==> config.mk <==
export PLATFORM = sky130hd
export DESIGN_NAME = imm_decode_queue
export DESIGN_NICKNAME = d
export VERILOG_FILES = /design/src/rtl/imm_decode_queue.sv
export SDC_FILE = /design/constraint.sdc
export NUM_CORES = 1
export LEC_CHECK = 0
export BUFFER_PORTS_ARGS = -buffer_cell sky130_fd_sc_hd__buf_2
export CAP_MARGIN = 20
export CELL_PAD_IN_SITES_DETAIL_PLACEMENT = 0
export CELL_PAD_IN_SITES_GLOBAL_PLACEMENT = 1
export CORE_MARGIN = 2
export CORE_UTILIZATION = 39
export CTS_CLUSTER_DIAMETER = 40
export DETAILED_ROUTE_END_ITERATION = 8
export PLACE_DENSITY = 0.72
export SLEW_MARGIN = 20
export SYNTH_ARGS = -nofsm -noshare
export SYNTH_HDL_FRONTEND = slang
export SYNTH_SLANG_ARGS = --single-unit
export TNS_END_PERCENT = 5
==> constraint.sdc <==
create_clock -name CLK -period 4.3 [get_ports CLK]
set_input_delay 0.215 -clock CLK [delete_from_list [all_inputs] [get_ports CLK]]
set_output_delay 0.215 -clock CLK [all_outputs]
set_load 0.01 [all_outputs]
==> src/rtl/imm_decode_queue.sv <==
// imm_decode_queue
//   Decode/issue buffer between instruction fetch and decode. Each fetched
//   instruction is classified at push time into the 3-bit immediate-format
//   select code and is queued together with its PC in a DEPTH-entry FIFO.
//
// Ports
//   CLK              clock, all state on rising edge
//   RESET            asynchronous active-low reset
//   IN_VALID/READY   fetch-side handshake (READY depends only on fill level)
//   IN_INSTRUCTION   fetched instruction word
//   IN_PC            PC of the fetched instruction
//   FLUSH            synchronous discard of all queued and incoming entries
//   OUT_VALID/READY  decode-side handshake
//   OUT_INSTRUCTION  head instruction (0 when empty)
//   OUT_PC           head PC (0 when empty)
//   IMM_SELECT       head immediate-format select (0 when empty)
//   IMM_ILLEGAL      head opcode unrecognised (0 when empty)
//   ILLEGAL_COUNT    saturating count of illegal opcodes accepted since reset
module imm_decode_queue #(
  parameter int unsigned DEPTH = 2,
  parameter int unsigned CNT_W = 8
) (
  input  logic             CLK,
  input  logic             RESET,
  input  logic             IN_VALID,
  output logic             IN_READY,
  input  logic [31:0]      IN_INSTRUCTION,
  input  logic [31:0]      IN_PC,
  input  logic             FLUSH,
  output logic             OUT_VALID,
  input  logic             OUT_READY,
  output logic [31:0]      OUT_INSTRUCTION,
  output logic [31:0]      OUT_PC,
  output logic [2:0]       IMM_SELECT,
  output logic             IMM_ILLEGAL,
  output logic [CNT_W-1:0] ILLEGAL_COUNT
);

  localparam int unsigned PTR_W = (DEPTH > 1) ? $clog2(DEPTH) : 1;
  localparam int unsigned CW    = PTR_W + 1;
  localparam logic [CW-1:0] FULL_CNT = CW'(DEPTH);

  typedef enum logic [2:0] {
    FMT_U   = 3'b000,
    FMT_J   = 3'b001,
    FMT_I   = 3'b010,
    FMT_B   = 3'b011,
    FMT_S   = 3'b100,
    FMT_R   = 3'b101,
    FMT_BAD = 3'b111
  } imm_fmt_e;

  typedef enum logic [6:0] {
    OPC_LUI    = 7'b0110111,
    OPC_AUIPC  = 7'b0010111,
    OPC_JAL    = 7'b1101111,
    OPC_JALR   = 7'b1100111,
    OPC_LOAD   = 7'b0000011,
    OPC_OPIMM  = 7'b0010011,
    OPC_BRANCH = 7'b1100011,
    OPC_STORE  = 7'b0100011,
    OPC_OP     = 7'b0110011
  } opcode_e;

  logic [CW-1:0]    count_q, count_d;
  logic [PTR_W-1:0] rd_ptr_q, rd_ptr_d;
  logic [PTR_W-1:0] wr_ptr_q, wr_ptr_d;
  logic [CNT_W-1:0] ill_cnt_q, ill_cnt_d;

  logic [31:0] ins_mem [DEPTH];
  logic [31:0] pc_mem  [DEPTH];
  logic [2:0]  sel_mem [DEPTH];
  logic        ill_mem [DEPTH];

  imm_fmt_e dec_sel;
  logic     dec_ill;
  logic     push;
  logic     pop;

  // Opcode classification, done once at push and stored with the entry.
  always_comb begin
    dec_sel = FMT_BAD;
    dec_ill = 1'b0;
    case (IN_INSTRUCTION[6:0])
      OPC_LUI, OPC_AUIPC:            dec_sel = FMT_U;
      OPC_JAL:                       dec_sel = FMT_J;
      OPC_JALR, OPC_LOAD, OPC_OPIMM: dec_sel = FMT_I;
      OPC_BRANCH:                    dec_sel = FMT_B;
      OPC_STORE:                     dec_sel = FMT_S;
      OPC_OP:                        dec_sel = FMT_R;
      default: begin
        dec_sel = FMT_BAD;
        dec_ill = 1'b1;
      end
    endcase
  end

  // Ready looks only at the registered fill level, so a full queue refuses
  // a push even when decode drains the head in the same cycle.
  assign IN_READY  = (count_q < FULL_CNT);
  assign OUT_VALID = (count_q != '0);
  assign push      = IN_VALID & IN_READY & ~FLUSH;
  assign pop       = OUT_VALID & OUT_READY & ~FLUSH;

  always_comb begin
    count_d   = count_q;
    rd_ptr_d  = rd_ptr_q;
    wr_ptr_d  = wr_ptr_q;
    ill_cnt_d = ill_cnt_q;
    if (FLUSH) begin
      count_d  = '0;
      rd_ptr_d = '0;
      wr_ptr_d = '0;
    end else begin
      if (push) begin
        wr_ptr_d = wr_ptr_q + PTR_W'(1);
        if (dec_ill && (ill_cnt_q != '1)) begin
          ill_cnt_d = ill_cnt_q + CNT_W'(1);
        end
      end
      if (pop) begin
        rd_ptr_d = rd_ptr_q + PTR_W'(1);
      end
      case ({push, pop})
        2'b10:   count_d = count_q + CW'(1);
        2'b01:   count_d = count_q - CW'(1);
        default: count_d = count_q;
      endcase
    end
  end

  always_ff @(posedge CLK or negedge RESET) begin
    if (!RESET) begin
      count_q   <= '0;
      rd_ptr_q  <= '0;
      wr_ptr_q  <= '0;
      ill_cnt_q <= '0;
    end else begin
      count_q   <= count_d;
      rd_ptr_q  <= rd_ptr_d;
      wr_ptr_q  <= wr_ptr_d;
      ill_cnt_q <= ill_cnt_d;
    end
  end

  // Entry storage needs no reset: it is only observable while count_q != 0.
  always_ff @(posedge CLK) begin
    if (push) begin
      ins_mem[wr_ptr_q] <= IN_INSTRUCTION;
      pc_mem[wr_ptr_q]  <= IN_PC;
      sel_mem[wr_ptr_q] <= dec_sel;
      ill_mem[wr_ptr_q] <= dec_ill;
    end
  end

  always_comb begin
    OUT_INSTRUCTION = '0;
    OUT_PC          = '0;
    IMM_SELECT      = '0;
    IMM_ILLEGAL     = 1'b0;
    if (OUT_VALID) begin
      OUT_INSTRUCTION = ins_mem[rd_ptr_q];
      OUT_PC          = pc_mem[rd_ptr_q];
      IMM_SELECT      = sel_mem[rd_ptr_q];
      IMM_ILLEGAL     = ill_mem[rd_ptr_q];
    end
  end

  assign ILLEGAL_COUNT = ill_cnt_q;

endmodule

* Word level (Yosys, flattened, before mapping) *
Memories as Yosys holds them, arrays and structs flattened.
Cells that the tools add are included.
Widths: inputs -> output; s select.

word-level totals
  register bits after elaboration = 12
  RAM bits = 136
  bits of input ports = 69
  output and inout bits = 78
  logic and storage cells = 54
  memories kept = 4

operators by class
  add/sub/neg operators = 5
  $lt $le $gt $ge = 1
  equality and inequality tests = 12
  multiplexer cells = 14
  bitwise operators = 5
  reduce and logical (&&, ||, !) cells = 9

memory list
  memory   depth  bits a word  read ports  clocked after memory_dff  write ports  line  source
  ins_mem  2      32           1           0                         1            70    logic [31:0] ins_mem [DEPTH];
  pc_mem   2      32           1           0                         1            71    logic [31:0] pc_mem [DEPTH];
  sel_mem  2      3            1           0                         1            72    logic [2:0] sel_mem [DEPTH];
  ill_mem  2      1            1           0                         1            73    logic ill_mem [DEPTH];

operators with widths
  operator             count
  $mux 32              2
  $eq 7x6->1 const B   3
  $eq 7x7->1 const B   3
  $pmux 3 s6           1
  $eq 7x5->1 const B   2
  $reduce_or 9->1      1
  $add 8x1->8 const B  1
  $mux 1               8
  $ne 8x8->1 const B   1
  $eq 7x2->1 const B   1
  $reduce_bool 2->1    3
  $and 1x1->1          4
  $pmux 2 s2           1
  $mux 3               1
  $reduce_and 3->1     1
  $reduce_bool 3->1    1
  $reduce_or 3->1      1
  $add 1x1->1 const B  2
  $add 2x1->2 const B  1
  $eq 2x1->1 const B   1
  $eq 2x2->1 const B   1
  $lt 2x2->1 const B   1
  $mux 2               1
  $reduce_or 2->1      1
  other kinds (3)      3

* Logic depth before layout (Yosys ltp) *
Gate-level depths: netlist of the first run.

  depth after elaboration = 6
  gate-level depth with buffers = 5
  mapped depth without buffers = 5

* Worst setup path before layout of the first run *
Ideal clock, no wire load.

  path kind = reg2reg
  start point = register count_q[1]
  end point = memory ill_mem[0] (enable)
  arrival time = 3.793 ns
  data required time = 3.797 ns
  path slack = 0.005 ns
  stages on the path, launching flop included = 3
  buffers on the path = 0
  clock period less this slack = 4.295 ns
  cells stage by stage = dfrtp_1 nor3b_1 nor2b_1

between the ends
  longest elaborated chain between the ends = 5

ends and longest elaborated chain
  element                       line  source
  start, declared               65    logic [CW-1:0] count_q, count_d;
  start signal, assigned        139   count_q <= count_d;
  $lt 2x2->1                    100   assign IN_READY = (count_q < FULL_CNT);
  $and 1x1->1 (2 in series)     102   assign push = IN_VALID & IN_READY & ~FLUSH;
  $mux 1                        148   if (push) begin
  $mux 1 (implied by the code)  152   ill_mem[wr_ptr_q] <= dec_ill;
  end, declared                 73

Every way passes these cells.

* Worst setup path after layout of the first run *
  start point = register rd_ptr_q
  end point = output port OUT_PC[29]

between the ends
  longest elaborated chain between the ends = 2

ends and longest elaborated chain
  element                 line  source
  start, declared         66    logic [PTR_W-1:0] rd_ptr_q, rd_ptr_d;
  start signal, assigned  140   rd_ptr_q <= rd_ptr_d;
  $mem_v2 2x32            -
  $mux 32                 161   if (OUT_VALID) begin
  end, declared           33    output logic [31:0] OUT_PC,

Every way passes these cells.

==> results of run 1 <==
-- worst max-delay path: stages (launching register included) --
cell and delay [ns]:
dfrtp_4 1.01, buf_4 0.43, mux2i_1 0.23, nor2_1 0.06, buf_2 0.16
-- how the worst max path moves through the flow --
stage                          start                   to  slack [ns]  depth (start not counted)
after CTS                   rd_ptr_q           OUT_PC[29]        1.65                          4
after global placement    count_q[1]        pc_mem[0][29]        1.96                          3
after global routing        rd_ptr_q  OUT_INSTRUCTION[24]        1.52                          4
final                       rd_ptr_q           OUT_PC[29]        1.77                          4
after detailed placement  count_q[1]        pc_mem[0][22]        1.86                          3
after floorplan           count_q[1]           ill_mem[0]       0.005                          2
-- layer usage --
layer  track usage (%)  vias up
met3              4.61       21
met5                 0        -
met1              18.8     1781
met2              24.1      102
li1                  -     1796
met4              6.01        0
-- state kept, by name, indices dropped and copies added, names as in the netlist --
name / count
ILLEGAL_COUNT: 8
count_q: 2
ill_mem: 2
ins_mem: 64
pc_mem: 64
rd_ptr_q: 1
sel_mem: 6
wr_ptr_q: 1
-- metrics by stage --
stage                     area [µm²]  power, mW  hold WS (ns)  worst slack [ns]
after floorplan                 5900       1.99       -0.0806           0.00476
after global placement          6840       2.16         0.106              1.96
after detailed placement        6840       2.17         0.114              1.86
after CTS                       8160       3.97        0.0210              1.65
after global routing            8160       4.08        0.0372              1.52
final                           8160       3.93        0.0514              1.77
-- final cells by class --
cell class | count | area (µm²)
clock inverters | 15 | 283
inverters | 4 | 15.0
fillers | 1216 | 6480
clock buffers | 17 | 425
well taps | 184 | 230
flip-flops and latches | 148 | 4390
repair buffers | 210 | 1380
multi-input cells | 201 | 1440
-- power groups by stage --
| stage | combinational, mW | clock [mW] | sequential [mW] |
|---|---|---|---|
| floorplan | 0.239 | 0 | 1.75 |
| global placement | 0.395 | 0 | 1.76 |
| detailed placement | 0.402 | 0 | 1.77 |
| CTS | 0.446 | 1.79 | 1.74 |
| global route | 0.481 | 1.85 | 1.75 |
| finish | 0.440 | 1.75 | 1.74 |
-- cell families (layout without fill, tap and decap cells) --
family,after synthesis,in the layout
adders and majority gates,1,1
and+or+nand+nor,103,103
AOI/OAI and AO/OA,19,19
DFF,148,148
buffers and inverters,20,246
xor gates and xnor gates,9,9
muxes,69,69
-- cell usage in the layout (no fill, tap or decap), types with 4 or more instances in the layout --
master | netlist | layout
a21oi_1 | 5 | 5
mux2i_1 | 68 | 68
edfxtp_1 | 136 | 136
dlygate4sd3_1 | 0 | 61
nand2_1 | 5 | 5
dfrtp_1 | 12 | 11
a211oi_2 | 6 | 6
inv_1 | 4 | 4
bufinv_16 | 0 | 8
clkbuf_16 | 0 | 17
nor2_1 | 73 | 72
xor2_1 | 8 | 8
buf_2 | 8 | 146
==> metrics.csv, run 1 <==
stage,metric,value,unit
status,status,"complete, no violations",
logic_synthesis,ys_seq_area_share,74.3,%
logic_synthesis,synthCells,369,
clock_network,cts_max_level,4,
global_route,grt_max_degree,69,
drt,wl_per_cell,15.2,µm
critical_path,crit_path_start_kind,flip-flop,
logic_synthesis,synth-xor-area-share,1.34,%
timing,max_freq,395,MHz
clock_network,cts.path.max_buffers,2,
clock_network,numCtsBuffers,17,
logic_synthesis,async_flop_share,8.11,%
logic_synthesis,synth_compound_area_share,2.93,%
logic_synthesis,synthTopCellsByArea,"edfxtp_1, mux2i_1, dfrtp_1, nor2_1, a211oi_2",
logic_synthesis,yosys_warnings,0,
clock_network,cts_setup_buffers,0,
final_layout,synthToLayoutAreaGrowth,38.4,%
placement,dp_hpwl,7.37,mm
clock_network,clk_pin_slew,0.06,ns
logic_synthesis,synth_common_cells,"edfxtp_1, nor2_1, mux2i_1",
timing,rsz0062_at_grt,false,
die,die_h,127,µm
die,dieArea,16100,µm²
global_route,track_usage,14.9,%
critical_path,critPathKind,flip-flop to primary output,
timing,drv_slew,0,
pwr,p_leak,3.16,nW
logic_synthesis,avgSynthCellArea,16.0,µm²
final_layout,diodes,0,
logic_synthesis,netlist_area,5900,µm²
logic_synthesis,synth_mux_area_share,11.8,%
drt,first_pass_iters,4,
drt,dr_wl_met3,623,µm
drt,drt-met1-wl,5.22,mm
placement,dp.cells,686,
logic_synthesis,synthAdderAreaFrac,0.212,%
logic_synthesis,yosysTopAreaCell,edfxtp_1,
final_layout,post-route-util,55.7,%
pwr,pwr-share-clk,44.5,%
timing,setup_viol,0,
placement,io_buffer_count,146,
clock_network,clock_latency,0.42,ns
logic_synthesis,synth_most_common_cell,edfxtp_1,
drt,routed_wirelength,11.8,mm
logic_synthesis,yosysTopAreaCellShare,69.2,%
timing,slew_headroom,34.7,%
pwr,p_sw,0.851,mW
logic_synthesis,synth_flop_cell,edfxtp_1,
die,row_count,44,
logic_synthesis,synth-seq-cells,148,
die,fp.dieW,127,µm
critical_path,reg2reg_from,count_q[1],
die,ios,147,
hold_path,hold_start,IN_INSTRUCTION[5],
final_layout,drive_above_1_share,33.6,%
final_layout,final_cells,779,
critical_path,path_max_fanout,54,
hold_path,hold_end,ins_mem[1][5],
final_layout,final_nets,652,
clock_network,postCtsHoldBufs,61,
die,initial_core_util,40.3,%
critical_path,cp_data_arrival_time,2.32,ns
logic_synthesis,synth_top_family_by_area,multiplexers,
pwr,p_sw_share,21.7,%
pwr,p_per_area,481,nW/µm²
hold_path,holdPathStages,1,
global_route,gr-total-overflow,0,
run,cap_violations,0,
timing,fin_crit_sh,58.9,%
pwr,peakVddDrop,0.000275,V
drt,drc,0,
logic_synthesis,syn_nets,439,
clock_network,clockRootBuffer,clkbuf_16,
critical_path,worst_r2r_path_depth,3,
clock_network,clkSinkCount,148,
critical_path,cp.required,4.09,ns
hold_path,hold_class,input pin to flip-flop,
drt,highest_layer,met4,
timing,skew,0.00401,ns
die,core_area,14600,µm²
global_route,grt_pass1_vias,3695,
clock_network,cts_tree,built,
critical_path,r2r_end,pc_mem[0][29],
timing,timing.final.crit_period,2.53,ns
timing,tightestPinTransition,0.979,ns
global_route,grt_first_pass_wirelength,18.2,mm
placement,gp_congestion,0.745,
logic_synthesis,synth_cell_types,38,
pwr,pwr-share-comb,11.2,%
critical_path,critPathCaptureType,primary output,
drt,vias,3700,
timing,finalHoldViolCount,0,
drt,wl_met2,5.78,mm
logic_synthesis,yosys.area_share.simple,7.89,%
clock_network,cts-resized-gates,0,
drt,viasPerCell,4.75,
timing,tns,0,ns
global_route,antenna_found_initial,0,
drt,drt_iter0_markers,214,
pwr,power_frac_seq,44.3,%
critical_path,r2r_slack,1.90,ns
pwr,internal-power,3.07,mW
drt,ant_nets,0,
logic_synthesis,synth_edf_count,136,
No activity file was read; power rests on OpenSTA's default activity.
==> run 2: changes to the inputs <==
- clock period: 4.3 -> 2.3 ns (I/O delays scaled with it)
==> run 2 against run 1 <==
Compared with the run above:
- core utilization increased by 0.051 points
- first-iteration DRC count decreased by 26%
- clock skew increased by 0.0032 ns
- flip-flop and latch count unchanged
- non-clock buffer count increased by 12
- final cell count increased by 1.5%
- total power increased by 71%
- global-route usage increased by 0.10 points
- register-to-register slack got worse by 1.4 ns
- via count increased by 0.27%
- largest power group is now sequential cells
==> metrics.csv, run 2 (synthesized netlist as in run 1, its figures left out) <==
stage,metric,value,unit,change
status,status,"complete, no violations",,unchanged
critical_path,r2r_slack,0.52,ns,was 1.90 ns
run,cap_violations,0,,unchanged
clock_network,postCtsHoldBufs,64,,was 61
critical_path,reg2reg_from,count_q[1],,unchanged
critical_path,critPathCaptureType,primary output,,unchanged
placement,io_buffer_count,146,,unchanged
clock_network,cts_max_level,4,,unchanged
die,dieArea,16100,µm²,unchanged
drt,vias,3710,,was 3700
timing,fin_ws,0.205,ns,was 1.77 ns
clock_network,cts_tree,built,,unchanged
placement,placed_area,6960,µm²,was 6840 µm²
clock_network,numCtsBuffers,17,,unchanged
drt,drc,0,,unchanged
critical_path,path_depth,4,,unchanged
placement,dp_slack,0.495,ns,was 1.86 ns
final_layout,synthToLayoutAreaGrowth,38.5,%,was 38.4%
drt,wl_per_cell,14.9,µm,was 15.2 µm
final_layout,mostFrequentLayoutCells,"buf_2, edfxtp_1, nor2_1",,unchanged
critical_path,cp_data_arrival_time,1.98,ns,was 2.32 ns
critical_path,worstSetupEndpoint,OUT_PC[19],,was OUT_PC[29]
final_layout,diodes,0,,unchanged
timing,fin_crit_sh,91.1,%,
critical_path,cp.required,2.18,ns,was 4.09 ns
timing,skew,0.00721,ns,was 0.00401 ns
die,row_count,44,,unchanged
drt,routed_wirelength,11.8,mm,about the same
pwr,p_leak,3.16,nW,about the same
pwr,p_per_area,821,nW/µm²,was 481 nW/µm²
critical_path,path_max_fanout,31,,was 54
timing,tns,0,ns,unchanged
clock_network,clockRootBuffer,clkbuf_16,,unchanged
timing,tightestPinTransition,0.548,ns,was 0.979 ns
critical_path,r2r_end,ILLEGAL_COUNT[1],,was pc_mem[0][29]
timing,timing.final.crit_period,2.09,ns,
critical_path,worst_path_max_delay_cell,dfrtp_4,,unchanged
critical_path,worst_r2r_path_depth,4,,was 3
timing,max_freq,477,MHz,
die,ios,147,,unchanged
timing,drv_slew,0,,unchanged
die,fp.dieW,127,µm,unchanged
final_layout,layout_commonest_cell,buf_2,,unchanged
hold_path,hold_class,input pin to flip-flop,,unchanged
timing,slew_headroom,63.4,%,was 34.7%
timing,rsz0062_at_grt,false,,unchanged
pwr,total_power,6.71,mW,was 3.93 mW
placement,dp_hpwl,7.73,mm,was 7.37 mm
final_layout,drive_above_1_share,34.4,%,was 33.6%
clock_network,cts_setup_buffers,0,,unchanged
timing,setup_viol,0,,unchanged
final_layout,design_area,8170,µm²,was 8160 µm²
global_route,track_usage,15.0,%,was 14.9%
drt,first_pass_iters,4,,unchanged
critical_path,crit_family,flip-flops,,unchanged
drt,ant_nets,0,,unchanged
critical_path,worstPathCellList,buf_4 > mux2i_1 > nor2_1 > buf_2,,unchanged
pwr,peakVddDrop,0.000591,V,was 0.000275 V
critical_path,critPathKind,flip-flop to primary output,,unchanged
die,die_h,127,µm,unchanged
global_route,antenna_found_initial,0,,unchanged
clock_network,clock_latency,0.41,ns,was 0.42 ns
timing,finalHoldViolCount,0,,unchanged
final_layout,final_nets,664,,was 652
global_route,gr-total-overflow,0,,unchanged
critical_path,crit_path_start_kind,flip-flop,,unchanged
global_route,grt_max_degree,38,,was 69
placement,gp_congestion,0.744,,was 0.745
clock_network,cts.path.max_buffers,2,,unchanged
clock_network,cts-resized-gates,0,,unchanged
global_route,grt_first_pass_wirelength,18.4,mm,was 18.2 mm
critical_path,crit_buf_inv,2,,unchanged
drt,viasPerCell,4.69,,was 4.75
drt,drt_iter0_markers,159,,was 214
clock_network,clk_pin_slew,0.06,ns,about the same
critical_path,crit_start,rd_ptr_q,,unchanged
die,core_area,14600,µm²,unchanged
clock_network,clkSinkCount,148,,unchanged
die,initial_core_util,40.3,%,unchanged
global_route,grt_pass1_vias,3691,,was 3695
critical_path,critical-path-max-stage-delay,0.78,ns,was 1.01 ns
run 2: metrics by stage:
stage	util [%]	hold WS (ns)	instances
3_5_place_dp	47.5	0.0141	695
6_report	55.8	0.0352	791
3_3_place_gp	47.5	0.0112	695
4_1_cts	55.8	0.00901	791
5_1_grt	55.8	0.0219	791
2_1_floorplan	-	-0.181	369
run 2: cell type report:
type / instances / area (µm²)
timing repair buffer: 222 / 1520
clock inverter: 13 / 135
clock buffer: 19 / 433
inverter: 4 / 15.0
fill: 1190 / 6480
sequential: 148 / 4390
tap: 184 / 230
multi-input combinational: 201 / 1440
run 2: worst register-to-register path: cells and delay by family, from the launching register on:
family           cells  cell delay (ns)
flip-flops           1             0.47
AO/OA/AOI/OAI        2             0.46
AND/OR/NAND/NOR      1             0.42
multiplexers         1             0.31
run 2: routing by layer:
metal  routed length (µm)  global-route usage (%)  vias to the layer above
met2                 5900                    25.0                      100
met3                  587                    4.31                       12
met5                    0                       0                        -
li1                     -                       -                     1817
met1                 5170                    18.3                     1781
met4                  156                    6.33                        0
run 2: worst min-delay path by stage:
stage                      startpoint               end  cells past startpoint  slack, ns
floorplan                       RESET  ILLEGAL_COUNT[0]                      0      -0.18
global placement                RESET  ILLEGAL_COUNT[0]                      1       0.01
detailed placement              RESET  ILLEGAL_COUNT[1]                      1       0.01
CTS                 IN_INSTRUCTION[6]     ins_mem[0][6]                      1      0.009
global route        IN_INSTRUCTION[6]     ins_mem[0][6]                      1       0.02
finish              IN_INSTRUCTION[2]     ins_mem[0][2]                      1       0.04
run 2: power by group:
group	internal, mW	switching, mW	total (mW)
combinational	0.422	0.456	0.878
sequential	3.11	0.126	3.23
clock	1.59	1.01	2.60
total	5.12	1.59	6.71
